[src/rtl/lfsr_rng_gen_pkg.sv]
// Shared definitions for the LFSR random source.
// Contents:
//   draw_state_t  - draw FSM states (IDLE, STEP, CHECK)
//   DEFAULT_TAPS  - default feedback mask (bits 7,3,2,0)
//   DEFAULT_SEED  - default reset / lockup-recovery state
package rng_pkg;

  typedef enum logic [1:0] {
    IDLE  = 2'd0,
    STEP  = 2'd1,
    CHECK = 2'd2
  } draw_state_t;

  localparam logic [7:0] DEFAULT_TAPS = 8'h8D;
  localparam logic [7:0] DEFAULT_SEED = 8'h0F;

endpackage

[src/rtl/lfsr_rng_gen_if.sv]
// Draw handshake between a consumer (spawn/position logic) and the generator.
// Signals:
//   req      consumer -> gen  draw request
//   limit    consumer -> gen  inclusive upper bound for the drawn value
//   busy     gen -> consumer  draw in progress
//   valid    gen -> consumer  one-cycle pulse, value/fallback valid
//   value    gen -> consumer  drawn number, held between pulses
//   fallback gen -> consumer  retries exhausted, value equals limit
interface lfsr_rng_gen_if #(
  parameter int OUT_W = 4
);

  logic             req;
  logic [OUT_W-1:0] limit;
  logic             busy;
  logic             valid;
  logic [OUT_W-1:0] value;
  logic             fallback;

  modport master (
    output req, limit,
    input  busy, valid, value, fallback
  );

  modport slave (
    input  req, limit,
    output busy, valid, value, fallback
  );

endinterface

[src/rtl/lfsr_rng_gen_core.sv]
// Fibonacci LFSR state register.
// Ports:
//   clock     in  rising-edge clock
//   reset     in  synchronous, active-low; loads SEED
//   step      in  advance the register one position
//   load      in  load load_val (takes priority over step)
//   load_val  in  new state; zero is replaced by SEED so the register never locks up
//   state     out current LFSR state
module lfsr_core
  import rng_pkg::*;
#(
  parameter int               WIDTH = 8,
  parameter logic [WIDTH-1:0] TAPS  = WIDTH'(DEFAULT_TAPS),
  parameter logic [WIDTH-1:0] SEED  = WIDTH'(DEFAULT_SEED)
) (
  input  logic             clock,
  input  logic             reset,
  input  logic             step,
  input  logic             load,
  input  logic [WIDTH-1:0] load_val,
  output logic [WIDTH-1:0] state
);

  logic [WIDTH-1:0] state_q;
  logic             feedback;

  assign feedback = ^(state_q & TAPS);
  assign state    = state_q;

  // A nonzero state can never shift into all-zeros through the feedback,
  // so guarding the load path is enough to keep the register out of lockup.
  always_ff @(posedge clock) begin
    if (!reset) begin
      state_q <= SEED;
    end else if (load) begin
      state_q <= (load_val == '0) ? SEED : load_val;
    end else if (step) begin
      state_q <= {state_q[WIDTH-2:0], feedback};
    end
  end

endmodule

[src/rtl/lfsr_rng_gen.sv]
// Random source for game logic: free-running LFSR plus range-limited draws.
// A draw advances the LFSR STEPS times, then accepts the low OUT_W bits if
// they are <= limit; otherwise it retries, up to MAX_TRIES attempts, after
// which it returns limit with fallback set.
// Ports:
//   clock      in   rising-edge clock
//   reset      in   synchronous, active-low
//   enable     in   free-run one step per cycle while idle
//   seed_load  in   load seed_in (zero maps to SEED); aborts any draw
//   seed_in    in   new seed
//   state_out  out  current LFSR state
//   bus        slave side of the draw handshake (req/limit/busy/valid/value/fallback)
module lfsr_rng_gen
  import rng_pkg::*;
#(
  parameter int               WIDTH     = 8,
  parameter logic [WIDTH-1:0] TAPS      = WIDTH'(DEFAULT_TAPS),
  parameter logic [WIDTH-1:0] SEED      = WIDTH'(DEFAULT_SEED),
  parameter int               OUT_W     = 4,
  parameter int               STEPS     = 1,
  parameter int               MAX_TRIES = 4
) (
  input  logic             clock,
  input  logic             reset,
  input  logic             enable,
  input  logic             seed_load,
  input  logic [WIDTH-1:0] seed_in,
  output logic [WIDTH-1:0] state_out,
  lfsr_rng_gen_if.slave    bus
);

  localparam int STEP_W = $clog2(STEPS) + 1;
  localparam int TRY_W  = $clog2(MAX_TRIES) + 1;
  localparam logic [STEP_W-1:0] STEP_LAST = STEP_W'(STEPS - 1);
  localparam logic [TRY_W-1:0]  TRY_LAST  = TRY_W'(MAX_TRIES - 1);

  draw_state_t       state_q, state_d;
  logic [STEP_W-1:0] step_cnt_q, step_cnt_d;
  logic [TRY_W-1:0]  try_cnt_q, try_cnt_d;
  logic [OUT_W-1:0]  limit_q, limit_d;
  logic [OUT_W-1:0]  value_q, value_d;
  logic              fallback_q, fallback_d;
  logic              valid_q, valid_d;
  logic              lfsr_step;
  logic [WIDTH-1:0]  lfsr;
  logic [OUT_W-1:0]  cand;

  lfsr_core #(
    .WIDTH (WIDTH),
    .TAPS  (TAPS),
    .SEED  (SEED)
  ) u_core (
    .clock    (clock),
    .reset    (reset),
    .step     (lfsr_step),
    .load     (seed_load),
    .load_val (seed_in),
    .state    (lfsr)
  );

  assign cand         = lfsr[OUT_W-1:0];
  assign state_out    = lfsr;
  assign bus.busy     = (state_q != IDLE);
  assign bus.valid    = valid_q;
  assign bus.value    = value_q;
  assign bus.fallback = fallback_q;

  // Draw FSM next-state logic. seed_load wins over everything except reset and
  // drops the FSM back to IDLE without a result. Only IDLE honours enable, so a
  // draw always sees exactly STEPS advances per attempt.
  always_comb begin
    state_d    = state_q;
    step_cnt_d = step_cnt_q;
    try_cnt_d  = try_cnt_q;
    limit_d    = limit_q;
    value_d    = value_q;
    fallback_d = fallback_q;
    valid_d    = 1'b0;
    lfsr_step  = 1'b0;

    if (seed_load) begin
      state_d = IDLE;
    end else begin
      case (state_q)
        IDLE: begin
          lfsr_step = enable;
          if (bus.req) begin
            limit_d    = bus.limit;
            step_cnt_d = '0;
            try_cnt_d  = '0;
            state_d    = STEP;
          end
        end
        STEP: begin
          lfsr_step = 1'b1;
          if (step_cnt_q == STEP_LAST) begin
            step_cnt_d = '0;
            state_d    = CHECK;
          end else begin
            step_cnt_d = step_cnt_q + 1'b1;
          end
        end
        CHECK: begin
          if (cand <= limit_q) begin
            value_d    = cand;
            fallback_d = 1'b0;
            valid_d    = 1'b1;
            state_d    = IDLE;
          end else if (try_cnt_q == TRY_LAST) begin
            value_d    = limit_q;
            fallback_d = 1'b1;
            valid_d    = 1'b1;
            state_d    = IDLE;
          end else begin
            try_cnt_d = try_cnt_q + 1'b1;
            state_d   = STEP;
          end
        end
        default: begin
          state_d = IDLE;
        end
      endcase
    end
  end

  // State, counters and output registers.
  always_ff @(posedge clock) begin
    if (!reset) begin
      state_q    <= IDLE;
      step_cnt_q <= '0;
      try_cnt_q  <= '0;
      limit_q    <= '0;
      value_q    <= '0;
      fallback_q <= 1'b0;
      valid_q    <= 1'b0;
    end else begin
      state_q    <= state_d;
      step_cnt_q <= step_cnt_d;
      try_cnt_q  <= try_cnt_d;
      limit_q    <= limit_d;
      value_q    <= value_d;
      fallback_q <= fallback_d;
      valid_q    <= valid_d;
    end
  end

endmodule
[src/flat_wrapper.sv]
// flat-port wrapper written by rule: the top's interface ports become plain ports
module lfsr_rng_gen_flat import rng_pkg::*;
#(
  parameter int               WIDTH     = 8,
  parameter logic [WIDTH-1:0] TAPS      = WIDTH'(DEFAULT_TAPS),
  parameter logic [WIDTH-1:0] SEED      = WIDTH'(DEFAULT_SEED),
  parameter int               OUT_W     = 4,
  parameter int               STEPS     = 1,
  parameter int               MAX_TRIES = 4
)
  (clock, reset, enable, seed_load, seed_in, state_out, bus_req, bus_limit, bus_busy, bus_valid, bus_value, bus_fallback);
  lfsr_rng_gen_if #(.OUT_W(OUT_W)) bus_i ();
  input  logic clock;
  input  logic reset;
  input  logic enable;
  input  logic seed_load;
  input  logic [WIDTH-1:0] seed_in;
  output logic [WIDTH-1:0] state_out;
  input wire logic [$bits(bus_i.req)-1:0] bus_req;
  input wire logic [$bits(bus_i.limit)-1:0] bus_limit;
  output wire logic [$bits(bus_i.busy)-1:0] bus_busy;
  output wire logic [$bits(bus_i.valid)-1:0] bus_valid;
  output wire logic [$bits(bus_i.value)-1:0] bus_value;
  output wire logic [$bits(bus_i.fallback)-1:0] bus_fallback;
  assign bus_i.req = bus_req;
  assign bus_i.limit = bus_limit;
  assign bus_busy = bus_i.busy;
  assign bus_valid = bus_i.valid;
  assign bus_value = bus_i.value;
  assign bus_fallback = bus_i.fallback;
  lfsr_rng_gen #(.WIDTH(WIDTH), .TAPS(TAPS), .SEED(SEED), .OUT_W(OUT_W), .STEPS(STEPS), .MAX_TRIES(MAX_TRIES)) u_core (.clock(clock), .reset(reset), .enable(enable), .seed_load(seed_load), .seed_in(seed_in), .state_out(state_out), .bus(bus_i));
endmodule
[config.mk]
export PLATFORM = sky130hd
export DESIGN_NAME = lfsr_rng_gen_flat
export DESIGN_NICKNAME = d
export VERILOG_FILES = /design/src/rtl/lfsr_rng_gen_pkg.sv /design/src/rtl/lfsr_rng_gen_if.sv /design/src/rtl/lfsr_rng_gen_core.sv /design/src/rtl/lfsr_rng_gen.sv /design/src/flat_wrapper.sv
export SDC_FILE = /design/constraint.sdc
export NUM_CORES = 1
export LEC_CHECK = 0
export CAP_MARGIN = 30
export CORE_MARGIN = 1.5
export CORE_UTILIZATION = 30
export CTS_BUF_LIST = sky130_fd_sc_hd__clkbuf_8
export DETAILED_ROUTE_END_ITERATION = 7
export PLACE_DENSITY = 0.54
export SYNTH_ARGS = -nofsm -noshare
export SYNTH_HDL_FRONTEND = slang
export SYNTH_SLANG_ARGS = --single-unit
[constraint.sdc]
create_clock -name clock -period 4.7 [get_ports clock]
set_clock_uncertainty 0.1 [all_clocks]
set_input_delay 0.705 -clock clock [delete_from_list [all_inputs] [get_ports clock]]
set_output_delay 0.705 -clock clock [all_outputs]
set_load 0.02 [all_outputs]
==> run_summary.xml <==
<?xml version="1.0" encoding="UTF-8"?>
<metrics>
  <group name="synthesis">
    <metric name="ys_types" unit="">38</metric>
    <metric name="post_synth_xor_area_fraction" unit="">0.0216</metric>
    <metric name="combinational_family_with_the_most_area_after_synthesis" unit="">simple AND/OR/NAND/NOR gates</metric>
    <metric name="post_synth.cell_area_avg" unit="sq um">9.56</metric>
    <metric name="synth_compound_gate_area_share" unit="">0.207</metric>
    <metric name="postSynthRegisterBits" unit="">23</metric>
    <metric name="adder_cell_fraction_of_synth_area" unit="">0.0619</metric>
    <metric name="synth.area.top_cells" unit="">sky130_fd_sc_hd__dfxtp_1 38%, sky130_fd_sc_hd__ha_1 6.2%, sky130_fd_sc_hd__mux2i_1 5.8%</metric>
    <metric name="yosys-top-cells-count" unit="">23 x sky130_fd_sc_hd__dfxtp_1, 15 x sky130_fd_sc_hd__nand2_1, 13 x sky130_fd_sc_hd__nor2_1</metric>
    <metric name="synth_edf_count" unit="">0</metric>
    <metric name="yosysMostFrequentCell" unit="">sky130_fd_sc_hd__dfxtp_1</metric>
    <metric name="yosysSeqAreaShare" unit="">0.379</metric>
    <metric name="asyncSetResetFlopFracSynth" unit="">0</metric>
    <metric name="synth_warnings" unit="">0</metric>
    <metric name="area_share_of_the_largest_cell_type_after_synthesis" unit="">0.379</metric>
    <metric name="synth_ff_type" unit="">sky130_fd_sc_hd__dfxtp_1</metric>
    <metric name="synth.net_count" unit="">150</metric>
    <metric name="synth_area" unit="sq um">1210</metric>
    <metric name="synthSimpleGateAreaFrac" unit="">0.227</metric>
    <metric name="synth_largest_area_cell" unit="">sky130_fd_sc_hd__dfxtp_1</metric>
    <metric name="yosys-mux-area-fraction" unit="">0.0577</metric>
    <metric name="syn_inst" unit="">127</metric>
  </group>
  <group name="detailed_routing">
    <metric name="vias" unit="">1024</metric>
    <metric name="wirelength" unit="mm">2.61</metric>
    <metric name="antenna_violation_net_count_after_detailed_routing" unit="">0</metric>
    <metric name="routed_wire_length_per_instance" unit="um">12.7</metric>
    <metric name="drcViolationCount" unit="">0</metric>
    <metric name="routed_via_density" unit="">5.00</metric>
    <metric name="drt-initial-drc-count" unit="">30</metric>
    <metric name="dr.pass1.iters" unit="">4</metric>
  </group>
  <group name="floorplanning">
    <metric name="die_width" unit="um">66.6</metric>
    <metric name="initial_utilization" unit="">0.322</metric>
    <metric name="core_area" unit="sq um">3770</metric>
    <metric name="design.die.area" unit="sq um">4440</metric>
    <metric name="die_y" unit="um">66.6</metric>
    <metric name="num_io_pins" unit="">32</metric>
    <metric name="rows" unit="">22</metric>
  </group>
  <group name="power">
    <metric name="max-vdd-ir-drop" unit="mV">0.160</metric>
    <metric name="power.combinational.fraction" unit="">0.218</metric>
    <metric name="cellPowerDensity" unit="nW/um^2">272</metric>
    <metric name="cellInternalPower" unit="W">0.000312</metric>
    <metric name="power.clock.fraction" unit="">0.289</metric>
    <metric name="seq_power_share" unit="">0.492</metric>
    <metric name="cellLeakagePower" unit="nW">0.640</metric>
    <metric name="fin_total_pwr" unit="W">0.000435</metric>
    <metric name="p_switching" unit="W">0.000123</metric>
    <metric name="netSwitchingFraction" unit="">0.283</metric>
  </group>
  <group name="timing">
    <metric name="finalWorstSetupSlack" unit="ns">2.24</metric>
    <metric name="achievable-frequency" unit="MHz">406</metric>
    <metric name="hold_viol_final" unit="">0</metric>
    <metric name="final.min_clock_period" unit="ns">2.46</metric>
    <metric name="worst_pin_slew" unit="ns">0.770</metric>
    <metric name="layout_worst_path_cycle_share" unit="">0.524</metric>
    <metric name="endpoints_failing_setup" unit="">0</metric>
    <metric name="setup_tns" unit="ns">0</metric>
    <metric name="worst_max_slew_margin_expressed_relative_to_the_limit" unit="">0.485</metric>
    <metric name="fin_worst_hold_slack" unit="ns">0.371</metric>
    <metric name="grt_setup_unrepaired" unit="">no</metric>
    <metric name="slew_viols_final" unit="">0</metric>
  </group>
  <group name="critical_path">
    <metric name="reg2regPathDepth" unit="">5</metric>
    <metric name="worstSetupPathType" unit="">input pin to flip-flop</metric>
    <metric name="cell_family_contributing_the_most_delay_on_the_critical_path" unit="">buffers and inverters</metric>
    <metric name="cp_max_fo" unit="">15</metric>
    <metric name="worst_setup_path_start_kind" unit="">input pin</metric>
    <metric name="worstPathRequired" unit="ns">4.76</metric>
    <metric name="critical_path_arrival" unit="ns">2.52</metric>
    <metric name="reg_to_reg_slack_setup" unit="ns">2.67</metric>
    <metric name="crit_start" unit="">seed_load</metric>
    <metric name="setup.worst_path.end" unit="">u_core.bus.value[0]</metric>
    <metric name="critical_path.reg2reg.endpoint" unit="">u_core.try_cnt_q[1]</metric>
    <metric name="crit_cells" unit="">6</metric>
    <metric name="critical_path.cell_chain" unit="">clkdlybuf4s50_1, nor3b_4, and2_1, a31oi_2, nor2_1, a221o_1</metric>
    <metric name="worstSetupEndpointType" unit="">flip-flop</metric>
    <metric name="crit_path_top_delay_cell" unit="">sky130_fd_sc_hd__clkdlybuf4s50_1</metric>
    <metric name="buf_inv_on_cp" unit="">1</metric>
    <metric name="reg2reg_from" unit="">u_core.u_core.state[3]</metric>
    <metric name="worst_path_largest_cell_delay" unit="ns">0.91</metric>
  </group>
  <group name="global_route">
    <metric name="globalRouteOverflowTotal" unit="">0</metric>
    <metric name="first_global_vias" unit="">1039</metric>
    <metric name="largest_net_degree_at_the_start_of_global_routing" unit="">24</metric>
    <metric name="number_of_antenna_violations_at_the_first_check_in_global_routing" unit="">0</metric>
    <metric name="global_route_wire_length_before_repair" unit="mm">4.53</metric>
    <metric name="grt_util_all_layers" unit="">0.133</metric>
  </group>
  <group name="clock_tree">
    <metric name="cts_tree" unit="">done</metric>
    <metric name="cts_hold_buffers" unit="">0</metric>
    <metric name="cts.repair.resized" unit="">0</metric>
    <metric name="cts_post_setup_buffers_inserted" unit="">0</metric>
    <metric name="clock_sinks" unit="">23</metric>
    <metric name="clk_transition_reported_paths" unit="ns">0.09</metric>
    <metric name="bufs_on_longest_clock_path" unit="">2</metric>
    <metric name="level_count_of_the_clock_h_tree" unit="">1</metric>
    <metric name="clockRootBuffer" unit="">sky130_fd_sc_hd__clkbuf_8</metric>
    <metric name="clock_insertion_delay_worst_skew" unit="ns">0.27</metric>
    <metric name="cts-buffers-inserted" unit="">3</metric>
  </group>
  <group name="cells_and_area">
    <metric name="filler_cell_count" unit="">358</metric>
    <metric name="post_layout_net_count" unit="">181</metric>
    <metric name="layout.area.seq" unit="sq um">460</metric>
    <metric name="syn_to_final_growth" unit="%">31.9</metric>
    <metric name="final_cells" unit="">205</metric>
    <metric name="antenna-diode-count" unit="">0</metric>
    <metric name="footprint_of_the_multi_input_gates" unit="sq um">698</metric>
    <metric name="fraction_of_layout_cells_with_a_size_suffix_above_1" unit="">0.0892</metric>
  </group>
  <group name="place">
    <metric name="placed_cells_incl_taps" unit="">201</metric>
    <metric name="hpwl" unit="mm">1.97</metric>
    <metric name="gpl.final_weighted_congestion" unit="">0.814</metric>
    <metric name="post-place-ws" unit="ns">1.94</metric>
    <metric name="buffer_ports.inserted" unit="">31</metric>
  </group>
  <group name="outcome">
    <metric name="result_of_the_run" unit="">finished, final reports clean</metric>
  </group>
  <group name="min_path">
    <metric name="worstHoldPathType" unit="">flip-flop to flip-flop</metric>
  </group>
  <group name="run">
    <metric name="timing.max_cap.violations" unit="">0</metric>
  </group>
</metrics>
[worst register-to-register path: cells and delay by family (launching register included)]
family | cells | cell delay, ns
AOI/OAI and AO/OA | 3 | 0.75
DFF | 1 | 0.49
adders and majority gates | 1 | 0.34
and+or+nand+nor | 1 | 0.24
[worst min-delay path by stage]
stage,startpoint,endpoint,cells past startpoint
floorplan,u_core.try_cnt_q[1],u_core.try_cnt_q[1],2
global placement,u_core.try_cnt_q[1],u_core.try_cnt_q[1],2
detailed placement,u_core.try_cnt_q[1],u_core.try_cnt_q[1],2
CTS,u_core.try_cnt_q[1],u_core.try_cnt_q[1],2
global route,u_core.try_cnt_q[1],u_core.try_cnt_q[1],2
finish,u_core.try_cnt_q[2],u_core.try_cnt_q[2],2
[layer usage]
metal,routed length [um],global-route usage,share of wire,up-vias
met5,0,0,0,-
met4,44,0.0663,0.017,0
met3,143,0.0220,0.055,5
met2,1130,0.216,0.43,34
met1,1290,0.170,0.49,465
li1,-,-,-,520
[power groups by stage]
stage / Clock, W / Combinational (W) / Sequential [W]
2_1_floorplan: 0 / 0.0000520 / 0.000224
3_3_place_gp: 0 / 0.0000950 / 0.000219
3_5_place_dp: 0 / 0.0000951 / 0.000219
4_1_cts: 0.000128 / 0.0000961 / 0.000214
5_1_grt: 0.000135 / 0.000104 / 0.000216
6_report: 0.000126 / 0.0000951 / 0.000214
[metrics by stage]
stage / utilization / instance area (sq um)
floorplan: - / 1210
global placement: 0.412 / 1560
detailed placement: 0.412 / 1560
CTS: 0.424 / 1600
global route: 0.424 / 1600
finish: 0.424 / 1600
[kinds of logic (layout without fill, tap and decap cells)]
| family | after synthesis | after routing |
|---|---|---|
| compound gates | 28 | 28 |
| xor+xnor | 3 | 3 |
| fa+ha+maj | 6 | 6 |
| buf+inv | 12 | 42 |
| flops | 23 | 23 |
| mux | 7 | 7 |
| simple gates | 48 | 48 |
[layout by cell type, fill, tap and decap left out, drive strengths merged]
| cell | synthesis | final |
|---|---|---|
| clkdlybuf4s50 | 0 | 31 |
| o221ai | 4 | 4 |
| or4 | 2 | 2 |
| and2 | 2 | 2 |
| nand2b | 1 | 1 |
| and3 | 1 | 1 |
| o211ai | 2 | 2 |
| and4 | 1 | 1 |
| ha | 6 | 6 |
| o211a | 4 | 4 |
| a21o | 1 | 1 |
| o21a | 1 | 1 |
| a211oi | 2 | 2 |
| mux2i | 7 | 7 |
| a31oi | 1 | 1 |
| a21oi | 4 | 4 |
| dfxtp | 23 | 23 |
| o21ai | 2 | 2 |
| nor2 | 13 | 13 |
| nor3b | 1 | 1 |
| nand2 | 15 | 15 |
| inv | 7 | 8 |
| nor4b | 1 | 1 |
| a221o | 4 | 4 |
| or2 | 2 | 2 |
| xnor2 | 2 | 2 |
| xor2 | 1 | 1 |
| a2bb2oi | 1 | 1 |
| nor4bb | 1 | 1 |
| clkbuf | 2 | 3 |
| nand3 | 3 | 3 |
| nor2b | 5 | 5 |
| o22ai | 2 | 2 |
[area by class of cell]
type,instances,share of cell area
multi-input cells,92,0.436
flip-flops and latches,23,0.288
repair buffers,31,0.194
well taps,48,0.0375
clock buffers,3,0.0258
inverters,7,0.0164
clock inverters,1,0.00235
[sequential cells by signal, summed over array words and instances (netlist names)]
signal / cells
u_core.try_cnt_q: 3
u_core.bus.valid: 1
u_core.limit_q: 4
u_core.bus.fallback: 1
u_core.state_q: 2
u_core.u_core.state: 8
u_core.bus.value: 4
No activity file was read; power rests on OpenSTA's default activity.
